--- src/rtl/vec_div_pkg.sv ---
// vec_div_pkg: shared state encoding, width defaults and fill value for the vector-divide sequencer.
package vec_div_pkg;
  typedef enum logic [2:0] {IDLE, LOAD, ISSUE, WAIT, OUT} state_e;
  localparam int DATA_W_DEF = 16;
  localparam int DOUT_W_DEF = 32;
  localparam logic [DOUT_W_DEF-1:0] ZERO_FILL = '0;
endpackage

--- src/rtl/vec_buf.sv ---
// vec_buf: single-write single-read register array with combinational read, contents not reset.
module vec_buf #(
  parameter int DEPTH = 8,
  parameter int W = 16,
  parameter int AW = (DEPTH > 1) ? $clog2(DEPTH) : 1
) (
  input  logic          clk,
  input  logic          we_i,
  input  logic [AW-1:0] waddr_i,
  input  logic [W-1:0]  wdata_i,
  input  logic [AW-1:0] raddr_i,
  output logic [W-1:0]  rdata_o
);
  logic [W-1:0] mem_q [DEPTH];
  always_ff @(posedge clk)
    if (we_i) mem_q[waddr_i] <= wdata_i;
  assign rdata_o = mem_q[raddr_i];
endmodule

--- src/rtl/vec_div_sequencer.sv ---
// vec_div_sequencer: buffers a vector, issues element/norm pairs to the divider one per cycle,
// collects quotients in issue order and streams them out with ready/valid.
module vec_div_sequencer
  import vec_div_pkg::*;
#(
  parameter int N_MAX = 8,
  parameter int DATA_W = DATA_W_DEF,
  parameter int DOUT_W = DOUT_W_DEF,
  parameter int TIMEOUT = 64
) (
  input  logic              aclk,
  input  logic              areset,
  input  logic [DATA_W-1:0] norm_tdata,
  input  logic              norm_tvalid,
  input  logic [DATA_W-1:0] s_vec_tdata,
  input  logic              s_vec_tvalid,
  input  logic              s_vec_tlast,
  output logic              s_vec_tready,
  output logic [DATA_W-1:0] m_axis_dividend_tdata,
  output logic [DATA_W-1:0] m_axis_divisor_tdata,
  output logic              m_axis_dividend_tvalid,
  output logic              m_axis_divisor_tvalid,
  input  logic [DOUT_W-1:0] s_axis_dout_tdata,
  input  logic              s_axis_dout_tvalid,
  output logic [DOUT_W-1:0] m_res_tdata,
  output logic              m_res_tvalid,
  output logic              m_res_tlast,
  input  logic              m_res_tready,
  output logic              busy,
  output logic              err_div0,
  output logic              err_timeout
);
  localparam int CW = $clog2(N_MAX + 1);
  localparam int AW = (N_MAX > 1) ? $clog2(N_MAX) : 1;
  localparam int TW = (TIMEOUT > 1) ? $clog2(TIMEOUT) : 1;
  localparam logic [CW-1:0] LAST = CW'(N_MAX - 1);
  localparam logic [TW-1:0] TLIM = TW'(TIMEOUT - 1);

  state_e            state_q;
  logic [DATA_W-1:0] norm_q, elem_rd;
  logic [DOUT_W-1:0] res_rd;
  logic [CW-1:0]     len_q, iss_q, rcv_q, oidx_q;
  logic [TW-1:0]     timer_q;
  logic              err_div0_q, err_to_q;
  logic              load_we, cap_we, cap_done, out_last;

  assign load_we  = (state_q == LOAD) && s_vec_tvalid;
  assign cap_we   = (state_q == ISSUE || state_q == WAIT) && s_axis_dout_tvalid && rcv_q != len_q;
  assign cap_done = (rcv_q == len_q) || (cap_we && rcv_q + CW'(1) == len_q);
  assign out_last = oidx_q == len_q - CW'(1);

  vec_buf #(.DEPTH(N_MAX), .W(DATA_W), .AW(AW)) u_elem (
    .clk     (aclk),
    .we_i    (load_we),
    .waddr_i (len_q[AW-1:0]),
    .wdata_i (s_vec_tdata),
    .raddr_i (iss_q[AW-1:0]),
    .rdata_o (elem_rd)
  );

  vec_buf #(.DEPTH(N_MAX), .W(DOUT_W), .AW(AW)) u_res (
    .clk     (aclk),
    .we_i    (cap_we),
    .waddr_i (rcv_q[AW-1:0]),
    .wdata_i (s_axis_dout_tdata),
    .raddr_i (oidx_q[AW-1:0]),
    .rdata_o (res_rd)
  );

  assign s_vec_tready           = state_q == LOAD;
  assign m_axis_dividend_tvalid = state_q == ISSUE;
  assign m_axis_divisor_tvalid  = state_q == ISSUE;
  assign m_axis_dividend_tdata  = (state_q == ISSUE) ? elem_rd : '0;
  assign m_axis_divisor_tdata   = (state_q == ISSUE) ? norm_q : '0;
  assign m_res_tvalid           = state_q == OUT;
  // Slots never captured (divide-by-zero or timeout) read as the zero fill.
  assign m_res_tdata            = (state_q == OUT && oidx_q < rcv_q) ? res_rd : DOUT_W'(ZERO_FILL);
  assign m_res_tlast            = (state_q == OUT) && out_last;
  assign busy                   = state_q != IDLE;
  assign err_div0               = err_div0_q;
  assign err_timeout            = err_to_q;

  always_ff @(posedge aclk or posedge areset)
    if (areset) begin
      state_q    <= IDLE;
      norm_q     <= '0;
      len_q      <= '0;
      iss_q      <= '0;
      rcv_q      <= '0;
      oidx_q     <= '0;
      timer_q    <= '0;
      err_div0_q <= 1'b0;
      err_to_q   <= 1'b0;
    end else begin
      if (cap_we) rcv_q <= rcv_q + CW'(1);
      case (state_q)
        IDLE:
          if (norm_tvalid) begin
            norm_q     <= norm_tdata;
            err_div0_q <= 1'b0;
            err_to_q   <= 1'b0;
            len_q      <= '0;
            iss_q      <= '0;
            rcv_q      <= '0;
            oidx_q     <= '0;
            timer_q    <= '0;
            state_q    <= LOAD;
          end
        LOAD:
          if (s_vec_tvalid) begin
            len_q <= len_q + CW'(1);
            if (s_vec_tlast || len_q == LAST) begin
              err_div0_q <= norm_q == '0;
              state_q    <= (norm_q == '0) ? OUT : ISSUE;
            end
          end
        ISSUE: begin
          iss_q <= iss_q + CW'(1);
          if (iss_q == len_q - CW'(1)) begin
            timer_q <= '0;
            state_q <= WAIT;
          end
        end
        WAIT: begin
          timer_q <= timer_q + TW'(1);
          if (cap_done) state_q <= OUT;
          else if (timer_q == TLIM) begin
            err_to_q <= 1'b1;
            state_q  <= OUT;
          end
        end
        OUT:
          if (m_res_tready) begin
            oidx_q <= oidx_q + CW'(1);
            if (out_last) state_q <= IDLE;
          end
        default: state_q <= IDLE;
      endcase
    end
endmodule

--- config.mk ---
export PLATFORM = sky130hd
export DESIGN_NAME = vec_div_sequencer
export DESIGN_NICKNAME = d
export VERILOG_FILES = /design/src/rtl/vec_div_pkg.sv /design/src/rtl/vec_buf.sv /design/src/rtl/vec_div_sequencer.sv
export SDC_FILE = /design/constraint.sdc
export NUM_CORES = 1
export LEC_CHECK = 0
export ABC_AREA = 1
export CAP_MARGIN = 20
export CORE_MARGIN = 5
export CORE_UTILIZATION = 50
export DETAILED_ROUTE_END_ITERATION = 8
export GPL_TIMING_DRIVEN = 0
export HOLD_SLACK_MARGIN = 0.03
export PLACE_DENSITY = 0.72
export SETUP_SLACK_MARGIN = 0.3
export SYNTH_ARGS = -nofsm -noshare
export SYNTH_HDL_FRONTEND = slang
export SYNTH_HIERARCHICAL = 1
export SYNTH_SLANG_ARGS = --single-unit
--- constraint.sdc ---
create_clock -name aclk -period 3.1 [get_ports aclk]
set_input_delay 0.465 -clock aclk [delete_from_list [all_inputs] [get_ports aclk]]
set_output_delay 0.465 -clock aclk [all_outputs]
set_load 0.005 [all_outputs]
==> results of run 1 <==
[critical path: stages, from the launching register on]
cell	delay, ns
dfrtp_1	0.36
inv_1	0.08
ha_1	0.32
a21oi_1	0.13
o211ai_1	0.10
buf_4	0.19
buf_6	0.14
buf_12	0.13
buf_12	0.12
nor2_4	0.07
buf_2	0.12
[metrics by stage]
step / worst slack [ns] / power (W) / utilization (%)
after floorplan: 0.185 / 0.0101 / -
after global placement: -1.53 / 0.0116 / 55.5
after detailed placement: -0.0661 / 0.0118 / 56.3
after CTS: 0.0778 / 0.0172 / 60.5
after global routing: 0.189 / 0.0182 / 61.0
final: 0.316 / 0.0173 / 61.0
[Yosys cell counts (2+ instances only)]
cell      number  area (sq um)
a21oi_1       10          50.1
a22o_1         2          17.5
buf_1          5          18.8
buf_2         39           195
buf_4         10          75.1
buf_6         18           203
clkbuf_1      11          41.3
dfrtp_1       43          1080
edfxtp_1     384         11500
ha_1           9           113
inv_1        486          1820
inv_2          9          33.8
nand2_1      730          2740
nand2_2        2          12.5
nand3_1      225          1130
nand4_1        4          25.0
nor2_1        98           368
nor2_2         4          25.0
nor2_4         2          22.5
nor4_1         3          18.8
o21ai_0       28           140
o21ai_1        2          10.0
o22ai_1        3          18.8
xnor2_1        2          17.5
xor2_1         7          61.3
[timing repair]
item	CTS	global route
pin swaps	3	7
gates resized for setup	118	117
setup endpoints to repair	66	79
buffers inserted	19	7
gates cloned	3	3
[layout make-up]
class	count	share of cell area, %
Timing Repair Buffer	187	7.72
Buffer	83	2.78
Clock buffer	57	4.90
Multi-Input combinational cell	1140	20.9
Inverter	495	7.74
Clock inverter	21	0.800
Sequential cell	427	52.4
Antenna cell	1	0.0104
Tap cell	525	2.73
[routing by layer]
metal  vias to the layer above  wire, um
met5                         -        28
met4                         4      1250
met3                       110      3710
met2                       525     24600
met1                      6804     18900
li1                       7090         -
[cells in the final DEF (no fill, tap or decap), types with 33 or more instances in the layout]
cell type	synthesis	layout
buf_2	39	35
buf_4	10	42
clkbuf_16	0	47
clkdlybuf4s50_1	0	93
dfrtp_1	43	33
edfxtp_1	384	384
inv_1	486	479
nand2_1	730	730
nand3_1	225	225
nor2_1	98	67
[power groups by stage]
stage / sequential (W) / combinational [W] / clock [W]
floorplan: 0.00703 / 0.00307 / 0
global placement: 0.00709 / 0.00453 / 0
detailed placement: 0.00709 / 0.00474 / 0
CTS: 0.00694 / 0.00507 / 0.00516
global route: 0.00699 / 0.00585 / 0.00539
finish: 0.00695 / 0.00527 / 0.00507
[registers in the layout, summed over array words and instances (netlist names), 4 cells and up]
| name | cells |
|---|---|
| len_q | 4 |
| u_elem/mem_q | 128 |
| rcv_q | 4 |
| iss_q | 4 |
| timer_q | 6 |
| norm_q | 16 |
| oidx_q | 4 |
| u_res/mem_q | 256 |
[how the worst max path moves through the flow]
| stage | depth (start not counted) | startpoint | endpoint | slack [ns] |
|---|---|---|---|---|
| global route | 11 | rcv_q[1]$_DFF_PP0_ | m_res_tdata[29] | 0.19 |
| CTS | 8 | oidx_q[1]$_DFFE_PP0P_ | m_res_tdata[19] | 0.08 |
| global placement | 5 | s_axis_dout_tvalid | u_res/mem_q[3][15]$_DFFE_PP_ | -1.53 |
| finish | 10 | rcv_q[3]$_DFF_PP0_ | m_res_tdata[29] | 0.32 |
| detailed placement | 8 | rcv_q[1]$_DFF_PP0_ | m_res_tdata[1] | -0.07 |
| floorplan | 9 | len_q[2]$_DFFE_PP0P_ | u_res/mem_q[3][0]$_DFFE_PP_ | 0.19 |
[cells by family after synthesis]
kind of cell	count (synthesis)
DFF	427
adders and majority gates	9
muxes	1
and+or+nand+nor	1072
AOI/OAI and AO/OA	49
xor gates and xnor gates	9
buffers and inverters	578
==> impl_metrics.ini, run 1 <==
[global_routing]
grt_usage_pct = 21.6
groute.layer.met2.usage_pct = 37.5
grt_pass1_wl_um = 75000
top_usage_layer = met2
grt_start_max_net_pins = 44
grt_pass1_vias = 14300
antenna_found_initial = 3
grt_util_met1_pct = 27.0
grt.overflow.total = 0
use_met3_pct = 4.46

[final_layout]
register_area_sq_um = 12600
finalNetCount = 2458
final_cell_area_sq_um = 24100
fillCellCount = 3150
area_growth_pct = 21.4
fin_cells = 2936
multi_input_area_sq_um = 5040
layout-drive-gt1-share_pct = 12.0

[die]
die_w_um = 209
rows = 73
io_pins = 143
core-area_sq_um = 39500
start_util_pct = 50.3
die_y_um = 209
dieArea_sq_um = 43800

[timing]
fin_setup_tns_ns = 0
drv_slew = 0
setup_violations = 0
period_share_pct = 89.8
fin_skew_ns = 0.0190
slew_headroom_pct = 37.8
hold_ws_ns = 0.433
rsz0062_at_grt = yes
finalCriticalPeriod_ns = 2.78
hold_viol = 0
tightest_slew_ns = 0.932
fmax_mhz = 359

[drt]
wire_per_inst_um = 16.5
num_vias = 14500
drc = 0
ant_nets = 0
drt_iter0_markers = 1153
vias_per_cell = 4.95
wl_um = 48500
drt_first_pass_iters = 6

[place]
io_buffers = 142
dp_hpwl_um = 30900
globalplace.congestion = 0.825
dp_cells = 2825
placed_area_sq_um = 22200

[synth]
synth-simple-area-share_pct = 22.0
synth_compound_area_share_pct = 1.34
synth_mux_area_share_pct = 0.0568
synthFlopType = edfxtp_1
synth_top_family_by_area = simple AND/OR/NAND/NOR gates
post_synth_num_cell_types = 34
synthAdderAreaFrac_pct = 0.568
synth_seq_cells = 427
yosysSeqAreaShare_pct = 63.6
syn-num-nets = 2225
synthArstFlopShare_pct = 10.1
synth_cells = 2145
synth-edff-count = 384
syn_area_sq_um = 19800
ys_warn_count = 6
syn_area_per_cell_sq_um = 9.25
synth-xor-area-share_pct = 0.397

[worst_hold_path]
hp-class = in2async

[clock_network]
cts_made_buffers = 44
root_buffer = clkbuf_16
cts_num_sinks = 427
cts_tree = done
cts-htree-levels = 2
hold_buffers = 0
cts.clk_slew.worst_paths_ns = 0.06
clock_path_buffers = 3
clk_latency_ns = 0.58

[setup_path]
worst_ep_required_time_ns = 2.63
startpoint_type = flop
crit_fanout = 5
cp.arrival_ns = 2.32
rr_startpoint = len_q[2]$_DFFE_PP0P_
critPathCaptureType = output port
r2r.worst_path.cells = 10
regToRegSetupSlack_ns = 0.47
r2r_end = u_res/mem_q[3][5]$_DFFE_PP_
critPathKind = reg2out

[pwr]
pwr-share-comb_pct = 30.5
power.density_nw_per_um2 = 718
internal-power_w = 0.0117
p_clk_share_pct = 29.3
ir_drop_mv = 0.451
power.leakage_nw = 11.3
p_sw_share_pct = 32.5
switchingPower_w = 0.00561
seqPwrFrac_pct = 40.2

[run]
drv_cap = 0

[outcome]
status = complete, no violations
No activity file was read; power rests on OpenSTA's default activity.
==> run 2: changes to the inputs <==
--- a/config.mk
+++ b/config.mk
@@ -10,10 +10,10 @@
 export CORE_MARGIN = 5
 export CORE_UTILIZATION = 50
 export DETAILED_ROUTE_END_ITERATION = 8
-export GPL_TIMING_DRIVEN = 0
 export HOLD_SLACK_MARGIN = 0.03
 export PLACE_DENSITY = 0.72
 export SETUP_SLACK_MARGIN = 0.3
+export SKIP_CTS_REPAIR_TIMING = 1
 export SYNTH_ARGS = -nofsm -noshare
 export SYNTH_HDL_FRONTEND = slang
 export SYNTH_HIERARCHICAL = 1
==> impl_metrics.ini, run 2 (same netlist as run 1, synthesis figures left out) <==
[final_layout]
fillCellCount = 3144
final_common_cell = nand2_1
largestRegisters = u_res/mem_q x256, u_elem/mem_q x128, norm_q x16
largest_reg_flops = 256
final_cell_mix = nand2_1 (730), inv_1 (483), edfxtp_1 (384), nand3_1 (225), clkdlybuf4s50_1 (107)
area_growth_pct = 20.4
top_register = u_res/mem_q
fin_cells = 2872
layout-drive-gt1-share_pct = 7.20
fin_util_pct = 60.5
finalNetCount = 2395
num_antenna_cells = 0

[setup_path]
startpoint_type = flop
critPathKind = reg2out
crit_fanout = 32
cp.arrival_ns = 2.62
critPathCaptureType = output port
worst_ep_required_time_ns = 2.63

[timing]
fin_skew_ns = 0.0329
fmax_mhz = 324
hold_viol = 0
tightest_slew_ns = 0.721
drv_slew = 0
finalCriticalPeriod_ns = 3.09
rsz0062_at_grt = yes
slew_headroom_pct = 51.7
hold_ws_ns = 0.250
period_share_pct = 99.6
setup_violations = 0

[die]
io_pins = 143
dieArea_sq_um = 43800
die_w_um = 209
rows = 73
core-area_sq_um = 39500
start_util_pct = 50.3
die_y_um = 209

[clock_network]
cts_num_sinks = 427
cts_tree = done
cts.clk_slew.worst_paths_ns = 0.06
clk_latency_ns = 0.57
clock_path_buffers = 3
cts-htree-levels = 2
cts_made_buffers = 45
root_buffer = clkbuf_16

[global_routing]
grt_start_max_net_pins = 73
grt_pass1_wl_um = 71900
antenna_found_initial = 3
grt_usage_pct = 20.5
grt.overflow.total = 0
grt_pass1_vias = 14200

[worst_hold_path]
hp-class = in2async

[drt]
num_vias = 14300
wl_um = 46500
drt_first_pass_iters = 5
drc = 0
vias_per_cell = 4.99
drt_iter0_markers = 1034
wire_per_inst_um = 16.2
ant_nets = 0

[place]
dp_cells = 2774
dp_hpwl_um = 26600
globalplace.congestion = 0.821
io_buffers = 142

[run]
drv_cap = 0

[outcome]
status = complete, no violations

[pwr]
power.leakage_nw = 11.5
ir_drop_mv = 0.804
power.density_nw_per_um2 = 724
[run 2: cell count changes in the layout (fill, tap and decap cells not counted), sizes merged]
cell and delta:
clkbuf -32, clkdlybuf4s50 +14, inv -1, clkinvlp -3, dlymetal6s2s +33, buf -64
clkdlybuf4s15 -3, bufinv +4, clkinv +4, diode -1, dlygate4sd2 -15
[run 2: critical path, cell delays in order (launching register included)]
cell	delay, ns
dfrtp_2	0.46
ha_1	0.31
o21a_1	0.11
nor2_1	0.09
o211ai_1	0.12
clkbuf_16	0.25
nor2_1	0.17
clkdlybuf4s50_1	0.52
[run 2: area by class of cell]
| cell class | count | area, sq um | area share [%] |
|---|---|---|---|
| clock buffer | 55 | 1190 | 5.00 |
| clock inverter | 24 | 305 | 1.28 |
| inverter | 495 | 1890 | 7.91 |
| multi-input combinational | 1140 | 4930 | 20.6 |
| sequential | 427 | 12600 | 52.9 |
| tap | 525 | 657 | 2.75 |
| timing repair buffer | 205 | 2270 | 9.53 |
| timing repair inverter | 1 | 8.76 | 0.0367 |
[run 2: final timing paths]
kind                                    startpoint                     endpoint  slack, ns  cells after the start
hold / removal                              areset        norm_q[9]$_DFFE_PP0P_       0.25                      2
setup / recovery             oidx_q[1]$_DFFE_PP0P_              m_res_tdata[26]       0.01                      7
min in group aclk                   norm_tdata[14]       norm_q[14]$_DFFE_PP0P_       0.49                      3
setup reg to reg              len_q[2]$_DFFE_PP0P_  u_res/mem_q[0][5]$_DFFE_PP_       0.67                      9
max in group asynchronous                   areset           rcv_q[2]$_DFF_PP0_       2.09                      3
hold reg to reg            err_timeout$_DFFE_PP0P_      err_timeout$_DFFE_PP0P_       0.49                      2
[run 2: layer usage]
layer	GRT usage (%)	vias up	routed length (um)
li1	-	6968	-
met1	26.0	6817	18900
met2	35.1	439	23300
met3	3.74	105	2910
met4	7.63	6	1410
met5	0	-	47
[run 2: per-stage QoR]
| step | setup WS [ns] | cell area (sq um) | TNS [ns] | total power, W |
|---|---|---|---|---|
| 6_report | 0.0111 | 23900 | 0 | 0.0173 |
| 3_3_place_gp | 0.401 | 21900 | 0 | 0.0114 |
| 2_1_floorplan | 0.185 | 19800 | 0 | 0.0101 |
| 4_1_cts | -0.277 | 23400 | -5.59 | 0.0170 |
| 5_1_grt | -0.0818 | 23900 | -0.544 | 0.0182 |
| 3_5_place_dp | 0.404 | 21900 | 0 | 0.0115 |
[run 2: where the power goes]
part	switching, W	internal, W
registers	0.000234	0.00675
clock network	0.00214	0.00331
logic	0.00305	0.00180
total	0.00543	0.0119
